**src/rtl/uart_pkg.sv**
```systemverilog
// rtl/uart_pkg.sv - shared types and constants for the UART receive path
// Contents: receiver FSM state type, default bit period, data width.
package uart_pkg;

  typedef enum logic [2:0] {
    IDLE      = 3'd0,
    START     = 3'd1,
    DATA      = 3'd2,
    STOP      = 3'd3,
    WAIT_HIGH = 3'd4
  } uart_rx_state_t;

  localparam int DEFAULT_CLKS_PER_BIT = 434;
  localparam int UART_DATA_BITS       = 8;

endpackage

```
**src/rtl/uart_rx_byte_if.sv**
```systemverilog
// rtl/uart_rx_byte_if.sv - serial-in / byte-out signal bundle of the UART receiver
// Signals:
//   rxd       raw serial line, idle high (into the receiver)
//   rx_data   last good byte, held until the next good byte
//   rx_valid  one-cycle pulse when rx_data updates
//   frame_err one-cycle pulse when a stop bit is sampled low
//   busy      receiver is not idle
// master: the receiver; slave: the byte consumer (button latch).
interface uart_rx_byte_if;
  logic       rxd;
  logic [7:0] rx_data;
  logic       rx_valid;
  logic       frame_err;
  logic       busy;

  modport master (
    input  rxd,
    output rx_data, rx_valid, frame_err, busy
  );

  modport slave (
    input  rx_data, rx_valid, frame_err, busy
  );
endinterface

```
**src/rtl/sync2.sv**
```systemverilog
// rtl/sync2.sv - two-flop synchronizer for asynchronous single-bit inputs
// Ports:
//   clk, rst  clock and asynchronous active-high reset
//   d         asynchronous input
//   q         synchronized output (2 cycles of latency)
// RST_VAL sets both flops on reset so an idle line does not look like an edge.
module sync2 #(
  parameter logic RST_VAL = 1'b1
) (
  input  logic clk,
  input  logic rst,
  input  logic d,
  output logic q
);

  logic meta;

  always_ff @(posedge clk or posedge rst) begin
    if (rst) begin
      meta <= RST_VAL;
      q    <= RST_VAL;
    end else begin
      meta <= d;
      q    <= meta;
    end
  end

endmodule

```
**src/rtl/uart_rx_byte.sv**
```systemverilog
// rtl/uart_rx_byte.sv - 8N1 LSB-first UART receiver producing byte-valid pulses
// Ports:
//   clk, rst  clock and asynchronous active-high reset
//   rx        uart_rx_byte_if.master: rxd in; rx_data, rx_valid, frame_err, busy out
// A start bit is confirmed at its midpoint; every later bit is sampled one
// full bit period after the previous sample, i.e. near its centre.
module uart_rx_byte
  import uart_pkg::*;
#(
  parameter int CLKS_PER_BIT = DEFAULT_CLKS_PER_BIT,
  parameter int CNT_W        = $clog2(CLKS_PER_BIT)
) (
  input  logic           clk,
  input  logic           rst,
  uart_rx_byte_if.master rx
);

  localparam logic [CNT_W-1:0] HALF_CNT = CNT_W'((CLKS_PER_BIT - 1) / 2);
  localparam logic [CNT_W-1:0] FULL_CNT = CNT_W'(CLKS_PER_BIT - 1);

  uart_rx_state_t              state;
  logic [CNT_W-1:0]            cnt;
  logic [2:0]                  bit_idx;
  logic [UART_DATA_BITS-1:0]   shreg;
  logic [UART_DATA_BITS-1:0]   data_q;
  logic                        valid_q;
  logic                        err_q;
  logic                        rxd_s;

  sync2 #(.RST_VAL(1'b1)) u_sync (
    .clk (clk),
    .rst (rst),
    .d   (rx.rxd),
    .q   (rxd_s)
  );

  always_ff @(posedge clk or posedge rst) begin
    if (rst) begin
      state   <= IDLE;
      cnt     <= '0;
      bit_idx <= '0;
      shreg   <= '0;
      data_q  <= '0;
      valid_q <= 1'b0;
      err_q   <= 1'b0;
    end else begin
      valid_q <= 1'b0;
      err_q   <= 1'b0;
      case (state)
        IDLE: begin
          if (!rxd_s) begin
            state <= START;
            cnt   <= '0;
          end
        end
        START: begin
          if (cnt == HALF_CNT) begin
            cnt     <= '0;
            bit_idx <= '0;
            // Line back high at mid-start means a glitch, not a frame.
            state   <= rxd_s ? IDLE : DATA;
          end else begin
            cnt <= cnt + 1'b1;
          end
        end
        DATA: begin
          if (cnt == FULL_CNT) begin
            cnt     <= '0;
            shreg   <= {rxd_s, shreg[UART_DATA_BITS-1:1]};
            bit_idx <= bit_idx + 1'b1;
            if (bit_idx == 3'd7) state <= STOP;
          end else begin
            cnt <= cnt + 1'b1;
          end
        end
        STOP: begin
          if (cnt == FULL_CNT) begin
            cnt <= '0;
            if (rxd_s) begin
              data_q  <= shreg;
              valid_q <= 1'b1;
              state   <= IDLE;
            end else begin
              err_q <= 1'b1;
              state <= WAIT_HIGH;
            end
          end else begin
            cnt <= cnt + 1'b1;
          end
        end
        WAIT_HIGH: begin
          // A held-low break must not be re-read as a stream of zero frames.
          if (rxd_s) state <= IDLE;
        end
        default: state <= IDLE;
      endcase
    end
  end

  assign rx.rx_data   = data_q;
  assign rx.rx_valid  = valid_q;
  assign rx.frame_err = err_q;
  assign rx.busy      = (state != IDLE);

endmodule

```
**src/flat_wrapper.sv**
```systemverilog
// flat-port wrapper written by rule: the top's interface ports become plain ports
module uart_rx_byte_flat import uart_pkg::*;
#(
  parameter int CLKS_PER_BIT = DEFAULT_CLKS_PER_BIT,
  parameter int CNT_W        = $clog2(CLKS_PER_BIT)
)
  (clk, rst, rx_rxd, rx_rx_data, rx_rx_valid, rx_frame_err, rx_busy);
  uart_rx_byte_if rx_i ();
  input  logic clk;
  input  logic rst;
  input wire logic [$bits(rx_i.rxd)-1:0] rx_rxd;
  output wire logic [$bits(rx_i.rx_data)-1:0] rx_rx_data;
  output wire logic [$bits(rx_i.rx_valid)-1:0] rx_rx_valid;
  output wire logic [$bits(rx_i.frame_err)-1:0] rx_frame_err;
  output wire logic [$bits(rx_i.busy)-1:0] rx_busy;
  assign rx_i.rxd = rx_rxd;
  assign rx_rx_data = rx_i.rx_data;
  assign rx_rx_valid = rx_i.rx_valid;
  assign rx_frame_err = rx_i.frame_err;
  assign rx_busy = rx_i.busy;
  uart_rx_byte #(.CLKS_PER_BIT(CLKS_PER_BIT), .CNT_W(CNT_W)) u_core (.clk(clk), .rst(rst), .rx(rx_i));
endmodule
```
**config.mk**
```make
export PLATFORM = sky130hd
export DESIGN_NAME = uart_rx_byte_flat
export DESIGN_NICKNAME = d
export VERILOG_FILES = /design/src/rtl/uart_pkg.sv /design/src/rtl/uart_rx_byte_if.sv /design/src/rtl/sync2.sv /design/src/rtl/uart_rx_byte.sv /design/src/flat_wrapper.sv
export SDC_FILE = /design/constraint.sdc
export NUM_CORES = 1
export LEC_CHECK = 0
export CORE_MARGIN = 5
export CORE_UTILIZATION = 55
export DETAILED_ROUTE_END_ITERATION = 10
export DONT_BUFFER_PORTS = 1
export HOLD_SLACK_MARGIN = 0.05
export PLACE_DENSITY = 0.75
export SLEW_MARGIN = 20
export SYNTH_ARGS = -nofsm -noshare
export SYNTH_HDL_FRONTEND = slang
export SYNTH_HIERARCHICAL = 1
export SYNTH_SLANG_ARGS = --single-unit
```
**constraint.sdc**
```tcl
create_clock -name clk -period 2.9 [get_ports clk]
set_clock_uncertainty 0.2 [all_clocks]
set_input_delay 0.29 -clock clk [delete_from_list [all_inputs] [get_ports clk]]
set_output_delay 0.29 -clock clk [all_outputs]
set_load 0.03 [all_outputs]
```
==> flow_metrics.env, run 1 <==
export IMPL_outcome="complete, no violations"
export IMPL_area_growth_pct=8.06
export IMPL_netlist_area_leader_share_pct=47.9
export IMPL_postSynthNetCount=157
export IMPL_die_area_um2=4350
export IMPL_drc_errors=0
export IMPL_grt_use_total_pct=16.6
export IMPL_antenna_cells=0
export IMPL_totalWireLength_mm=3.04
export IMPL_p_per_area_nw_per_um2=462
export IMPL_antenna_found_initial=0
export IMPL_min_period_ps=2250
export IMPL_hp_start="u_core/u_sync/meta"
export IMPL_vias=1141
export IMPL_synth_cell_type_count=41
export IMPL_cp_end_kind="flop"
export IMPL_cts_sinks=35
export IMPL_fmax_ghz=0.443
export IMPL_synth_cell_area_um2=1720
export IMPL_first_pass_iters=4
export IMPL_yosysMostFrequentCell="dfrtp_1"
export IMPL_ys_seq_area_share_pct=51.0
export IMPL_synthSimpleGateAreaFrac_pct=16.3
export IMPL_multi_input_area_um2=781
export IMPL_p_leak_uw=0.000844
export IMPL_gp_congestion=0.834
export IMPL_hold_viol=0
export IMPL_start_util_pct=56.9
export IMPL_muxShareOfSynthArea_pct=12.3
export IMPL_synth_ff_type="dfrtp_1"
export IMPL_synth_compound_area_share_pct=13.1
export IMPL_synth_area_leaders="dfrtp_1 (48%), mux2_2 (7.2%), mux2_1 (3.9%)"
export IMPL_worstSetupStartpointType="flop"
export IMPL_regArea_um2=878
export IMPL_clk_latency_ps=330
export IMPL_grt_met2_usage_pct=29.0
export IMPL_r2r_cells=4
export IMPL_synth_warnings=6
export IMPL_synth_xor_area_share_pct=0
export IMPL_cts_made_buffers=5
export IMPL_hp_class="flop to flop"
export IMPL_nFillCells=252
export IMPL_synthAdderAreaFrac_pct=3.63
export IMPL_grt_max_degree=34
export IMPL_ios=14
export IMPL_synth_edf_count=0
export IMPL_min_to="u_core/u_sync/q"
export IMPL_synth_seq_cells=35
export IMPL_nets=161
export IMPL_cts_root_buf="clkbuf_4"
export IMPL_die_height_um=66.0
export IMPL_grt_pass1_wl_mm=5.42
export IMPL_critPathKind="flop to flop"
export IMPL_synth_top_family_by_area="simple AND/OR/NAND/NOR gates"
export IMPL_path_clk_slew_ps=100
export IMPL_cts_tree="done"
export IMPL_syn_inst=149
export IMPL_clock_path_buffers=2
export IMPL_htree_levels=2
export IMPL_grt_use_met3_pct=5.44
export IMPL_required_ps=2920
export IMPL_fin_util_pct=61.5
export IMPL_peakVddDrop_v=0.000319
export IMPL_setup_viol=0
export IMPL_drt_iter0_drc=43
export IMPL_cp_max_fo=12
export IMPL_cts_setup_buffers=0
export IMPL_overflow=0
export IMPL_async_reset_ff_share_pct=100
export IMPL_maxCapViolCount=0
export IMPL_ant_nets=0
export IMPL_dieWidth_um=66.0
export IMPL_rows=20
export IMPL_drive_gt1_share_pct=16.9
export IMPL_rsz0062_at_grt="no"
export IMPL_yosys_area_top_type="dfrtp_1"
export IMPL_holdPathStages=0
export IMPL_portBuffers=0
export IMPL_hold_ws_ps=160
export IMPL_critPathArrivalTime_ps=2280
export IMPL_post_synth_cell_area_avg_um2=11.6
export IMPL_grt_pass1_vias=1215
export IMPL_setup_tns_ps=0
export IMPL_rr_endpoint="u_core/shreg[2]"
export IMPL_slew_headroom_pct=73.4
export IMPL_timing_rr_start="u_core/state[1]"
export IMPL_maxSlewViolCount=0
export IMPL_avgViaCountPerCell=5.76
export IMPL_grt_busiest_layer="met2"
export IMPL_wl_per_cell_um=15.3
export IMPL_tightest_slew_ps=396
export IMPL_reg2reg_slack_ps=650
export IMPL_ys_top_cells_by_count="dfrtp_1 (33), nand2_1 (12), mux2_2 (11)"
export IMPL_finalCritPeriodShare_pct=77.8
export IMPL_met1_usage_pct=18.1
export IMPL_hpwl_mm=2.24
export IMPL_core_um2=3030
[cell families after synthesis]
kind of cell               Yosys count
AOI/OAI and AO/OA                   32
adders and majority gates            5
buffers and inverters               15
DFF                                 35
muxes                               19
and+or+nand+nor                     43
[stage by stage]
| step | cells | worst slack, ps | instance area [um^2] | power, uW |
|---|---|---|---|---|
| 5_1_grt | 198 | 514 | 1860 | 900 |
| 3_3_place_gp | 188 | 707 | 1760 | 514 |
| 6_report | 198 | 645 | 1860 | 861 |
| 3_5_place_dp | 188 | 637 | 1760 | 514 |
| 4_1_cts | 198 | 624 | 1860 | 878 |
| 2_1_floorplan | 149 | 918 | 1720 | 510 |
[cells in the final DEF (no fill, tap or decap), types with 2 or more instances in the layout]
cell and instances:
o31a_1 2, clkbuf_4 5, dfrtp_1 33, nor3_1 2
o211ai_1 3, or3_1 3, inv_1 9, a21oi_1 6
nand2_1 12, nor2_1 6, a2111oi_0 2, o21ai_0 6
dlygate4sd3_1 2, a21o_1 2, mux2_1 6, mux2_2 11
mux2i_1 2, dfstp_2 2, o31ai_1 2, ha_1 5
and2_1 2, nand3_1 5, nor2b_1 4, nor4b_1 2
[registers in the layout, summed over array words and instances, names as in the netlist]
name                 count
u_core/cnt               9
u_core/bit_idx           3
u_core/u_sync/q          1
u_core/rx.frame_err      1
u_core/state             3
u_core/shreg             8
u_core/u_sync/meta       1
u_core/rx.rx_valid       1
u_core/rx.rx_data        8
[worst max-delay path, cell delays in order (launching register included)]
cell and delay, ps:
dfrtp_1 540, nor2b_1 340, nor2b_1 310, and2_1 390, mux2_2 380
[layer usage]
metal / vias up / wire length (um)
met5: - / 0
met4: 0 / 70
met3: 7 / 133
met2: 19 / 1570
met1: 567 / 1270
li1: 548 / -
[cell type report]
cell class / instances / share of cell area, %
flip-flops and latches: 35 / 47.2
multi-input cells: 99 / 41.9
well taps: 44 / 2.96
clock buffers: 6 / 2.76
clock inverters: 2 / 1.88
inverters: 9 / 1.81
repair buffers: 3 / 1.48
[worst max-delay path by stage]
stage          depth (start not counted)       startpoint              end
2_1_floorplan                          7    u_core/cnt[1]  u_core/shreg[0]
3_3_place_gp                           6    u_core/cnt[1]  u_core/shreg[0]
3_5_place_dp                           6    u_core/cnt[1]  u_core/shreg[2]
4_1_cts                                6    u_core/cnt[1]  u_core/shreg[1]
5_1_grt                                4  u_core/state[1]  u_core/shreg[5]
6_report                               4  u_core/state[1]  u_core/shreg[2]
[power breakdown]
part | switching (uW) | leakage (uW) | internal, uW | total (uW)
clock | 151 | 0.0000482 | 204 | 355
sequential | 2.62 | 0.000467 | 490 | 493
combinational | 9.74 | 0.000329 | 3.49 | 13.2
[repair_timing]
item,4_1_cts,5_1_grt
resized for setup,0,0
endpoints found under the setup margin,0,0
endpoints found under the hold margin,36,0
hold buffers,2,0
No activity file was read; power rests on OpenSTA's default activity.
==> run 2, diff against run 1 <==
==> constraint.sdc (replaced) <==
create_clock -name clk -period 2.3 [get_ports clk]
set_clock_uncertainty 0.2 [all_clocks]
set_input_delay 0.23 -clock clk [delete_from_list [all_inputs] [get_ports clk]]
set_output_delay 0.23 -clock clk [all_outputs]
set_load 0.03 [all_outputs]
==> flow_metrics.env, run 2 (synthesized netlist as in run 1, its figures left out) <==
export IMPL_path_clk_slew_ps=100
export IMPL_maxCapViolCount=0
export IMPL_drc_errors=0
export IMPL_hold_viol=0
export IMPL_holdPathStages=0
export IMPL_portBuffers=0
export IMPL_maxSlewViolCount=0
export IMPL_tightest_slew_ps=424
export IMPL_vias=1165
export IMPL_grt_max_degree=34
export IMPL_cts_made_buffers=5
export IMPL_cts_sinks=35
export IMPL_setup_tns_ps=0
export IMPL_largest_reg_flops=9
export IMPL_hpwl_mm=2.23
export IMPL_ios=14
export IMPL_cts_root_buf="clkbuf_4"
export IMPL_finalPower_uw=1100
export IMPL_slew_headroom_pct=71.0
export IMPL_reg2reg_slack_ps=180
export IMPL_clk_latency_ps=330
export IMPL_overflow=0
export IMPL_combPwrFrac_pct=1.5
export IMPL_avgViaCountPerCell=5.77
export IMPL_gp_congestion=0.827
export IMPL_htree_levels=2
export IMPL_area_growth_pct=9.80
export IMPL_p_seq_share_pct=56.6
export IMPL_p_per_area_nw_per_um2=581
export IMPL_r2r_cells=6
export IMPL_fmax_ghz=0.471
export IMPL_clock_power_share_pct=41.9
export IMPL_placed_cells=192
export IMPL_nets=165
export IMPL_critPathArrivalTime_ps=2140
export IMPL_rsz0062_at_grt="no"
export IMPL_cp_max_fo=8
export IMPL_fin_util_pct=62.5
export IMPL_antenna_found_initial=0
export IMPL_worstSetupStartpointType="flop"
export IMPL_final_common_cell="dfrtp_1"
export IMPL_p_leak_uw=0.000866
export IMPL_finalCritPeriodShare_pct=92.2
export IMPL_clock_path_buffers=2
export IMPL_totalWireLength_mm=3.12
export IMPL_hp_class="flop to flop"
export IMPL_nFillCells=236
export IMPL_core_um2=3030
export IMPL_p_switching_uw=220
export IMPL_cp_end_kind="flop"
export IMPL_final_cells=202
export IMPL_grt_use_total_pct=16.8
export IMPL_drive_gt1_share_pct=19.0
export IMPL_drt_iter0_drc=77
export IMPL_ant_nets=0
export IMPL_p_int_uw=880
export IMPL_grt_pass1_wl_mm=5.51
export IMPL_setup_viol=0
export IMPL_required_ps=2320
export IMPL_swShare_pct=20.0
export IMPL_start_util_pct=56.9
export IMPL_timing_rr_start="u_core/cnt[1]"
export IMPL_dieWidth_um=66.0
export IMPL_ctsResizeCount=0
export IMPL_endpoint="u_core/shreg[2]"
export IMPL_fin_ws_ps=179
export IMPL_die_area_um2=4350
export IMPL_cts_setup_buffers=0
export IMPL_peakVddDrop_v=0.000391
export IMPL_layout_common_cells="dfrtp_1 (33), nand2_1 (12), mux2_2 (11)"
export IMPL_rows=20
export IMPL_critPathKind="flop to flop"
export IMPL_largest_register="u_core/cnt"
export IMPL_cts_tree="done"
export IMPL_hold_buffers=2
export IMPL_startpoint="u_core/cnt[1]"
export IMPL_outcome="complete, no violations"
export IMPL_grt_pass1_vias=1192
export IMPL_die_height_um=66.0
export IMPL_first_pass_iters=4
export IMPL_min_period_ps=2120
export IMPL_wl_per_cell_um=15.4
export IMPL_antenna_cells=0
export IMPL_rr_endpoint="u_core/shreg[2]"
export IMPL_place_ws_ps=176
[run 2: worst min-delay path by stage]
stage | start | endpoint | slack (ps)
3_3_place_gp | rst | u_core/u_sync/q | -50
4_1_cts | rst | u_core/u_sync/meta | 170
5_1_grt | u_core/u_sync/meta | u_core/u_sync/q | 170
3_5_place_dp | rst | u_core/u_sync/q | -50
2_1_floorplan | rst | u_core/u_sync/meta | -60
6_report | u_core/u_sync/meta | u_core/u_sync/q | 160
[run 2: power by group through the flow]
| stage | Clock (uW) | Combinational (uW) | Sequential [uW] |
|---|---|---|---|
| floorplan | 0 | 12.6 | 630 |
| global placement | 0 | 14.4 | 634 |
| detailed placement | 0 | 15.0 | 634 |
| CTS | 468 | 18.1 | 622 |
| global route | 497 | 21.1 | 622 |
| finish | 460 | 17.0 | 622 |
[run 2: routing by layer]
layer | vias to the layer above | part of all wire (%) | wire [um] | GRT usage (%)
met1 | 565 | 45 | 1410 | 21.3
li1 | 558 | - | - | -
met3 | 6 | 4.6 | 144 | 5.61
met2 | 36 | 49 | 1520 | 26.0
met5 | - | 0 | 0 | 0
met4 | 0 | 1.5 | 46 | 7.61
[run 2: area by class of cell]
type                    instances  area, um^2  share of cell area [%]
multi-input cells              99         781                    41.3
inverters                       9        33.8                    1.79
flip-flops and latches         35         878                    46.4
clock buffers                   6        51.3                    2.71
repair buffers                  7        57.6                    3.04
clock inverters                 2        35.0                    1.85
well taps                      44        55.1                    2.91
[run 2: through the flow]
step	hold slack (ps)	area (um^2)
2_1_floorplan	-58.5	1720
3_3_place_gp	-53.7	1790
3_5_place_dp	-48.0	1790
4_1_cts	166	1890
5_1_grt	172	1890
6_report	163	1890
[run 2: critical path: stages (launching register included)]
cell and delay [ps]:
dfrtp_1 440, inv_1 100, ha_1 200, nand4b_4 150, nor3_4 190, and2_1 360, mux2_2 380
==> run 3, diff against run 2 <==
--- a/config.mk
+++ b/config.mk
@@ -11,6 +11,7 @@
 export DONT_BUFFER_PORTS = 1
 export HOLD_SLACK_MARGIN = 0.05
 export PLACE_DENSITY = 0.75
+export REMOVE_ABC_BUFFERS = 1
 export SLEW_MARGIN = 20
 export SYNTH_ARGS = -nofsm -noshare
 export SYNTH_HDL_FRONTEND = slang
==> flow_metrics.env, run 3 (synthesized netlist as in run 1, its figures left out) <==
export IMPL_path_clk_slew_ps=100
export IMPL_cp_max_fo=8
export IMPL_grt_max_degree=34
export IMPL_vias=1207
export IMPL_critPathArrivalTime_ps=2140
export IMPL_htree_levels=2
export IMPL_finalPower_uw=1080
export IMPL_place_ws_ps=201
export IMPL_setup_tns_ps=0
export IMPL_hp_class="input pin to async pin"
export IMPL_hold_viol=0
export IMPL_gp_congestion=0.875
export IMPL_required_ps=2340
export IMPL_cts_root_buf="clkbuf_4"
export IMPL_clock_path_buffers=2
export IMPL_drive_gt1_share_pct=19.0
export IMPL_antenna_cells=0
export IMPL_cts_setup_buffers=0
export IMPL_cts_sinks=35
export IMPL_nets=165
export IMPL_start_util_pct=56.9
export IMPL_crit_slowest_cell="dfrtp_1"
export IMPL_cts_made_buffers=5
export IMPL_ctsResizeCount=0
export IMPL_grt_use_total_pct=16.9
export IMPL_largest_register="u_core/cnt"
export IMPL_dieWidth_um=66.0
export IMPL_p_leak_uw=0.000863
export IMPL_p_per_area_nw_per_um2=571
export IMPL_tightest_slew_ps=531
export IMPL_wl_per_cell_um=16.0
export IMPL_rows=20
export IMPL_first_pass_iters=4
export IMPL_fin_ws_ps=197
export IMPL_die_height_um=66.0
export IMPL_cts_tree="done"
export IMPL_reg2reg_slack_ps=200
export IMPL_avgViaCountPerCell=5.98
export IMPL_ant_nets=0
export IMPL_final_common_cell="dfrtp_1"
export IMPL_drt_iter0_drc=57
export IMPL_maxCapViolCount=0
export IMPL_slew_headroom_pct=63.7
export IMPL_die_area_um2=4350
export IMPL_setup_viol=0
export IMPL_hold_buffers=2
export IMPL_rsz0062_at_grt="no"
export IMPL_antenna_found_initial=0
export IMPL_crit_family="simple AND/OR/NAND/NOR gates"
export IMPL_peakVddDrop_v=0.000443
export IMPL_ios=14
export IMPL_multi_input_area_um2=781
export IMPL_maxSlewViolCount=0
export IMPL_fmax_ghz=0.476
export IMPL_grt_pass1_vias=1226
export IMPL_drc_errors=0
export IMPL_critPathBufInv=1
export IMPL_critPathKind="flop to flop"
export IMPL_grt_pass1_wl_mm=5.57
export IMPL_placed_cells=192
export IMPL_largest_reg_flops=9
export IMPL_hpwl_mm=2.38
export IMPL_totalWireLength_mm=3.23
export IMPL_area_growth_pct=9.51
export IMPL_min_period_ps=2100
export IMPL_regArea_um2=878
export IMPL_core_um2=3030
export IMPL_clk_latency_ps=340
export IMPL_worstSetupStartpointType="flop"
export IMPL_finalCritPeriodShare_pct=91.4
export IMPL_critical_path_cell_chain="inv_1, ha_1, nand4b_4, nor3_4, and2_1, mux2_2"
export IMPL_cp_end_kind="flop"
export IMPL_outcome="complete, no violations"
export IMPL_nFillCells=242
export IMPL_critPathMaxStageDelay_ps=440
export IMPL_layout_common_cells="dfrtp_1 (33), nand2_1 (12), mux2_2 (11)"
export IMPL_overflow=0
export IMPL_final_cells=202
export IMPL_portBuffers=0
[run 3: cell types whose count changed in the layout (fill, tap and decap cells not counted)]
cell,previous run,this run
clkinv_4,0,1
clkbuf_8,1,0
[run 3: area by class of cell]
type	count	share of cell area, %
inverter	9	1.79
clock inverter	3	2.32
clock buffer	5	1.99
multi-input combinational	99	41.4
sequential	35	46.6
tap	44	2.92
timing repair buffer	7	3.05
[run 3: path summary, 6_finish.rpt]
path	start	endpoint	cells past startpoint
min in group clk	u_core/u_sync/meta	u_core/u_sync/q	0
max	u_core/cnt[1]	u_core/shreg[2]	6
min reg2reg	u_core/u_sync/meta	u_core/u_sync/q	0
max in group asynchronous	rst	u_core/cnt[2]	3
min	rst	u_core/u_sync/q	2
max reg2reg	u_core/cnt[1]	u_core/shreg[2]	6
[run 3: layer usage]
| metal | global-route usage [%] | part of all wire, % | up-vias | routed length, um |
|---|---|---|---|---|
| met3 | 4.25 | 5.2 | 5 | 168 |
| met1 | 19.6 | 41 | 602 | 1310 |
| li1 | - | - | 562 | - |
| met5 | 0 | 0 | - | 0 |
| met2 | 29.4 | 53 | 38 | 1700 |
| met4 | 7.11 | 1.5 | 0 | 48 |
[run 3: power breakdown]
part / internal (uW) / switching [uW]
clock network: 229 / 210
logic: 4.40 / 12.5
registers: 618 / 3.01
total: 851 / 226
[run 3: metrics by stage]
stage | util (%) | hold WS, ps | instance area [um^2]
3_3_place_gp | 59.0 | -52.5 | 1790
6_report | 62.3 | 162 | 1890
4_1_cts | 62.3 | 159 | 1890
5_1_grt | 62.3 | 176 | 1890
3_5_place_dp | 59.0 | -49.4 | 1790
2_1_floorplan | - | -58.5 | 1690
[run 3: worst register-to-register path: cells and delay by family (launching register included)]
kind	cells	cell delay (ps)
fa+ha+maj	1	190
buf+inv	1	100
flops	1	440
mux	1	380
simple gates	3	690
